**config.mk**
```make
export PLATFORM = sky130hd
export DESIGN_NAME = if_fetch_unit
export DESIGN_NICKNAME = d
export VERILOG_FILES = /design/src/rtl/if_fetch_unit_pkg.sv /design/src/rtl/if_fetch_unit_fifo.sv /design/src/rtl/if_fetch_unit.sv
export SDC_FILE = /design/constraint.sdc
export NUM_CORES = 1
export LEC_CHECK = 0
export ABC_AREA = 1
export CAP_MARGIN = 20
export CORE_AREA = 4 4 178 180
export CTS_CLUSTER_SIZE = 28
export DETAILED_ROUTE_END_ITERATION = 8
export DIE_AREA = 0 0 182 184
export PLACE_DENSITY = 0.72
export SYNTH_ARGS = -nofsm -noshare
export SYNTH_HDL_FRONTEND = slang
export SYNTH_HIERARCHICAL = 1
export SYNTH_SLANG_ARGS = --single-unit
export TNS_END_PERCENT = 20
```
**constraint.sdc**
```tcl
create_clock -name clk -period 8.85 [get_ports clk]
set_clock_uncertainty 0.1 [all_clocks]
set_input_delay 1.3275 -clock clk [delete_from_list [all_inputs] [get_ports clk]]
set_output_delay 1.3275 -clock clk [all_outputs]
set_load 0.01 [all_outputs]
```
**src/rtl/if_fetch_unit_pkg.sv**
```systemverilog
// Shared types and constants for the instruction-fetch stage.
//   ZERO_WORD      : value driven on the instruction bus when nothing is valid
//   fetch_state_e  : fetch FSM encoding (RUN issues, DRAIN drops stale responses)
//   fetch_entry_t  : one response-buffer entry {pc, inst}
//   word_align()   : clears the byte-offset bits of an address
package if_fetch_unit_pkg;

  localparam logic [31:0] ZERO_WORD = '0;

  typedef enum logic {
    FETCH_RUN   = 1'b0,
    FETCH_DRAIN = 1'b1
  } fetch_state_e;

  typedef struct packed {
    logic [31:0] pc;
    logic [31:0] inst;
  } fetch_entry_t;

  function automatic logic [31:0] word_align(input logic [31:0] addr);
    return addr & 32'hFFFF_FFFC;
  endfunction

endpackage

```
**src/rtl/if_fetch_unit_fifo.sv**
```systemverilog
// Response buffer between instruction memory and the IF/ID register.
// Synchronous FIFO of {pc, inst} entries; the head is read combinationally,
// so an entry written on one edge is visible in the following cycle.
//   clk, rst : clock, synchronous active-high reset
//   push/din : write an entry (ignored when full or flushing)
//   pop/dout : release the head entry (ignored when empty or flushing)
//   flush    : discard all contents; overrides push and pop
//   full, empty, count : occupancy status
module if_fetch_fifo
  import if_fetch_unit_pkg::*;
#(
  parameter int unsigned DEPTH = 4,
  parameter int unsigned CNT_W = $clog2(DEPTH) + 1
) (
  input  logic             clk,
  input  logic             rst,
  input  logic             push,
  input  logic             pop,
  input  logic             flush,
  input  fetch_entry_t     din,
  output fetch_entry_t     dout,
  output logic             full,
  output logic             empty,
  output logic [CNT_W-1:0] count
);

  localparam int unsigned PTR_W = $clog2(DEPTH);

  fetch_entry_t     mem_q [DEPTH];
  fetch_entry_t     mem_d [DEPTH];
  logic [PTR_W-1:0] wr_ptr_q, wr_ptr_d;
  logic [PTR_W-1:0] rd_ptr_q, rd_ptr_d;
  logic [CNT_W-1:0] count_q, count_d;
  logic             do_push, do_pop;

  assign full  = (count_q == CNT_W'(DEPTH));
  assign empty = (count_q == '0);
  assign count = count_q;
  assign dout  = mem_q[rd_ptr_q];

  always_comb begin
    mem_d    = mem_q;
    wr_ptr_d = wr_ptr_q;
    rd_ptr_d = rd_ptr_q;
    count_d  = count_q;
    do_push  = push && !full && !flush;
    do_pop   = pop && !empty && !flush;
    if (flush) begin
      wr_ptr_d = '0;
      rd_ptr_d = '0;
      count_d  = '0;
    end else begin
      if (do_push) begin
        mem_d[wr_ptr_q] = din;
        wr_ptr_d        = wr_ptr_q + PTR_W'(1);
      end
      if (do_pop) begin
        rd_ptr_d = rd_ptr_q + PTR_W'(1);
      end
      count_d = count_q + CNT_W'(do_push) - CNT_W'(do_pop);
    end
  end

  always_ff @(posedge clk) begin
    if (rst) begin
      wr_ptr_q <= '0;
      rd_ptr_q <= '0;
      count_q  <= '0;
    end else begin
      wr_ptr_q <= wr_ptr_d;
      rd_ptr_q <= rd_ptr_d;
      count_q  <= count_d;
    end
  end

  // Storage needs no reset: entries are only observed through count/empty.
  always_ff @(posedge clk) begin
    mem_q <= mem_d;
  end

endmodule

```
**src/rtl/if_fetch_unit.sv**
```systemverilog
// Instruction-fetch stage. Owns the fetch PC, issues word reads to imem,
// buffers in-order responses and presents {pc_o, if_inst} to IF/ID.
//   clk, rst                  : clock, synchronous active-high reset
//   imem_req/addr/gnt         : request handshake (addr held while !gnt)
//   imem_rvalid/rdata         : in-order read responses
//   id_stall                  : IF/ID holding; head is not consumed
//   branch_en/branch_target   : redirect, highest priority
//   if_valid/if_inst/pc_o     : buffered instruction, zero when not valid
module if_fetch_unit
  import if_fetch_unit_pkg::*;
#(
  parameter logic [31:0] RESET_PC   = 32'h0000_0000,
  parameter int unsigned FIFO_DEPTH = 4,
  parameter int unsigned CNT_W      = $clog2(FIFO_DEPTH) + 1
) (
  input  logic        clk,
  input  logic        rst,
  output logic        imem_req,
  output logic [31:0] imem_addr,
  input  logic        imem_gnt,
  input  logic        imem_rvalid,
  input  logic [31:0] imem_rdata,
  input  logic        id_stall,
  input  logic        branch_en,
  input  logic [31:0] branch_target,
  output logic        if_valid,
  output logic [31:0] if_inst,
  output logic [31:0] pc_o
);

  fetch_state_e     state_q, state_d;
  logic [31:0]      fetch_pc_q, fetch_pc_d;
  logic [31:0]      resp_pc_q, resp_pc_d;
  logic [CNT_W-1:0] outstanding_q, outstanding_d;
  logic [CNT_W-1:0] discard_q, discard_d;

  logic [CNT_W-1:0] fifo_cnt;
  logic             fifo_full, fifo_empty;
  fetch_entry_t     fifo_head, fifo_din;
  logic [CNT_W:0]   credit_used;
  logic             issue, drop, resp_push, pop;

  // Credits cover both in-flight and buffered entries, so a response can never
  // find the buffer full.
  assign credit_used = {1'b0, outstanding_q} + {1'b0, fifo_cnt};
  assign issue       = imem_req && imem_gnt;
  assign drop        = imem_rvalid && (discard_q != '0);
  assign resp_push   = imem_rvalid && !drop && !branch_en;
  assign pop         = if_valid && !id_stall && !branch_en;
  assign fifo_din    = '{pc: resp_pc_q, inst: imem_rdata};

  assign imem_addr = fetch_pc_q;
  assign if_valid  = !fifo_empty;
  assign if_inst   = if_valid ? fifo_head.inst : ZERO_WORD;
  assign pc_o      = if_valid ? fifo_head.pc : ZERO_WORD;

  // Datapath: PCs and counters.
  always_comb begin
    fetch_pc_d    = fetch_pc_q;
    resp_pc_d     = resp_pc_q;
    outstanding_d = outstanding_q + CNT_W'(issue) - CNT_W'(imem_rvalid);
    discard_d     = discard_q - CNT_W'(drop);
    if (branch_en) begin
      // Every request still outstanding after this cycle belongs to the old path.
      discard_d  = outstanding_d;
      fetch_pc_d = word_align(branch_target);
      resp_pc_d  = word_align(branch_target);
    end else begin
      if (issue) fetch_pc_d = fetch_pc_q + 32'd4;
      if (resp_push && !fifo_full) resp_pc_d = resp_pc_q + 32'd4;
    end
  end

  // FSM next state.
  always_comb begin
    state_d = state_q;
    if (branch_en) begin
      state_d = (discard_d != '0) ? FETCH_DRAIN : FETCH_RUN;
    end else if (state_q == FETCH_DRAIN && discard_d == '0) begin
      state_d = FETCH_RUN;
    end
  end

  // FSM output.
  always_comb begin
    imem_req = !rst && (state_q == FETCH_RUN) && !branch_en &&
               (credit_used < (CNT_W + 1)'(FIFO_DEPTH));
  end

  // State register.
  always_ff @(posedge clk) begin
    if (rst) begin
      state_q       <= FETCH_RUN;
      fetch_pc_q    <= RESET_PC;
      resp_pc_q     <= RESET_PC;
      outstanding_q <= '0;
      discard_q     <= '0;
    end else begin
      state_q       <= state_d;
      fetch_pc_q    <= fetch_pc_d;
      resp_pc_q     <= resp_pc_d;
      outstanding_q <= outstanding_d;
      discard_q     <= discard_d;
    end
  end

  if_fetch_fifo #(
    .DEPTH (FIFO_DEPTH),
    .CNT_W (CNT_W)
  ) u_fifo (
    .clk   (clk),
    .rst   (rst),
    .push  (resp_push),
    .pop   (pop),
    .flush (branch_en),
    .din   (fifo_din),
    .dout  (fifo_head),
    .full  (fifo_full),
    .empty (fifo_empty),
    .count (fifo_cnt)
  );

endmodule

```
==> out/summary.txt <==
RSZ-0062 raised after global routing - no
Worst setup margin - 4.07 ns
Leak Pwr - 0.00665 uW
Layout net count - 1785
GR Overflow Total - 0
Postcts setup bufs - 0
Ys flop type - edfxtp_1
Final setup viols - 0
Die H - 184 um
Io pins - 168
Total global-route track usage - 20.8%
Share of cells above drive strength 1 - 8.01%
Final-report max-slew violation count - 0
Post-synthesis sequential area ratio - 60.6%
Synth warn - 6
Initial DRC Count - 854
Wire length per cell after detailed routing - 16.7 um
Vias in the first global route - 11100
Pwr dens - 193 mW/mm^2
Worst VDD drop - 0.150 mV
Skew-Pair Late Insertion Delay - 0.50 ns
Status - finished, final reports clean
CP startpoint kind - register
CP Class - register to primary output
Die Wd - 182 um
Sum Neg Setup Slack - 0 ns
Hold_buf cts - 0
Commonest cells after routing, fill and taps aside - 266 x nor2_1, 256 x edfxtp_1, 193 x nand2_1
Area grow syn2layout - 19.8%
Rel. slew slack - 32.8%
Clock sinks - 330
Clk slew on worst S/H paths - 0.06 ns
Fmax achieved - 209 MHz
TritonCTS clock tree - yes
Flops & latches, synth - 330
# port buffers - 163
CTS root buf - clkbuf_16
Routed Antenna Nets - 0
Depth of the CTS H-tree - 2
Tcrit/Tclk final - 54.0%
Initial Util - 50.1%
Actual slew at the worst max-slew pin - 1.01 ns
FFs w/ async S/R, synth - 0%
Worst hold path class - register to register
Critical path fanouts, max - 81
Max Buffers Root-to-Sink - 3
WHS Path Cells - 2
Core Region - 0.0302 mm^2
Die area - 0.0335 mm^2
Final min period - 4.78 ns
Yosys cell types - 48
R2R cell count - 17
Via count - 11500
Max-cap viol count - 0
Gp weighted congestion - 0.876
Mapped Avg Cell Area - 9.73 um^2
Commonest non-fill, non-tap cell in the layout - nor2_1
Worst setup EP type - primary output
WP data required - 7.42 ns
Place WS - 4.54 ns
1st-pass router iterations - 5
Arrival @ worst endpoint - 3.36 ns
Synth Cell Area - 0.0151 mm^2
DRT Wirelength - 35.4 mm
Vias per std cell - 5.40
Final hold vios - 0
Mapped Cells - 1554
Residual DRC - 0
Cts bufs inserted - 35
Detail Placement HPWL - 21.4 mm
Row cnt - 64
Largest net degree at the start of global routing - 87
EDFF count, synth - 256
Initial antenna violation count - 0
First-pass GRT wire length - 56.6 mm
Post-CTS sizing - 0
-- through the flow --
stage | instances | instance area (um^2) | hold slack, ns | total power, uW | utilization (%)
final | 2120 | 18100 | 0.409 | 3500 | 60.0
after global routing | 2119 | 18100 | 0.435 | 3630 | 60.0
after CTS | 2119 | 18100 | 0.413 | 3530 | 60.0
after detailed placement | 2058 | 16900 | 0.404 | 2060 | 56.1
after global placement | 2058 | 16900 | 0.387 | 2050 | 56.1
after floorplan | 1563 | 15200 | 0.372 | 1940 | -
-- metal layers --
| metal | vias to the layer above | global-route usage [%] | share of wire [%] |
|---|---|---|---|
| met1 | 5424 | 27.9 | 44 |
| met3 | 67 | 3.48 | 7.1 |
| met5 | - | 0 | 0 |
| met4 | 0 | 5.94 | 2.3 |
| met2 | 420 | 35.1 | 47 |
| li1 | 5539 | - | - |
-- cell usage after synthesis, types with 3 or more instances --
master,number,area share (%)
buf_2,23,0.76
o21ai_0,144,4.8
nor2_4,11,0.82
or2_2,4,0.17
nand2_2,13,0.54
nand3_2,5,0.33
nor3_2,3,0.20
inv_2,10,0.25
xor2_1,11,0.64
dfxtp_1,74,9.8
o22ai_1,62,2.6
nand3b_1,3,0.15
o211ai_1,9,0.45
and2_1,4,0.17
nand2_1,193,4.8
nor2_1,270,6.7
nor3_1,9,0.30
ha_1,14,1.2
inv_1,173,4.3
buf_4,5,0.25
o21ai_1,28,0.93
a21oi_1,55,1.8
xnor2_1,4,0.23
nand4_1,10,0.41
nor2_2,11,0.46
buf_6,11,0.82
a21oi_2,3,0.17
o21bai_1,3,0.15
clkbuf_1,31,0.77
a31oi_1,11,0.46
edfxtp_1,256,51
nand2_4,3,0.22
nand3_1,68,2.3
-- worst paths after layout --
| path | start | end | slack (ns) |
|---|---|---|---|
| max reg2reg | u_fifo/count[1] | u_fifo/count[2] | 5.75 |
| min | u_fifo/wr_ptr_q[1] | u_fifo/wr_ptr_q[1] | 0.41 |
| min reg2reg | u_fifo/wr_ptr_q[1] | u_fifo/wr_ptr_q[1] | 0.41 |
| max | u_fifo/rd_ptr_q[0] | if_inst[20] | 4.07 |
-- critical path, cell delays in order (launching register included) --
cell and delay (ns):
dfxtp_4 0.49, inv_4 0.46, buf_4 0.75, o21ai_0 0.19, o22ai_1 0.15, inv_1 0.05
nor2_1 0.15, clkdlybuf4s50_1 0.57
-- layout make-up --
| class | instances | area, um^2 |
|---|---|---|
| clock inverter | 14 | 199 |
| inverter | 185 | 697 |
| fill | 2504 | 12100 |
| tap | 396 | 495 |
| multi-input combinational | 973 | 4870 |
| clock buffer | 47 | 963 |
| sequential | 330 | 9170 |
| timing repair buffer | 174 | 1700 |
| antenna | 1 | 2.50 |
-- logic make-up (layout without fill, tap and decap cells) --
logic type,Yosys count,after routing,share of synthesized area (%)
other,1,11,0.0248
and+or+nand+nor,610,610,17.7
DFF,330,330,60.6
adders and majority gates,16,16,1.42
AOI/OAI and AO/OA,322,322,11.8
xor gates and xnor gates,15,15,0.869
buffers and inverters,260,420,7.55
-- flip-flops by register name, summed over array words and instances, names as in the netlist --
name             cells
outstanding_q        3
resp_pc_q           30
u_fifo/rd_ptr_q      2
discard_q            3
state_q              1
imem_addr           30
u_fifo/count         3
u_fifo/wr_ptr_q      2
u_fifo/mem_q       256
-- report_power, final --
group | leakage [uW] | total [uW] | internal (uW) | switching (uW)
clock network | 0.000555 | 1470 | 910 | 564
registers | 0.00294 | 1770 | 1720 | 52.1
logic | 0.00315 | 252 | 107 | 146
Power figures use the tool's default switching activity.
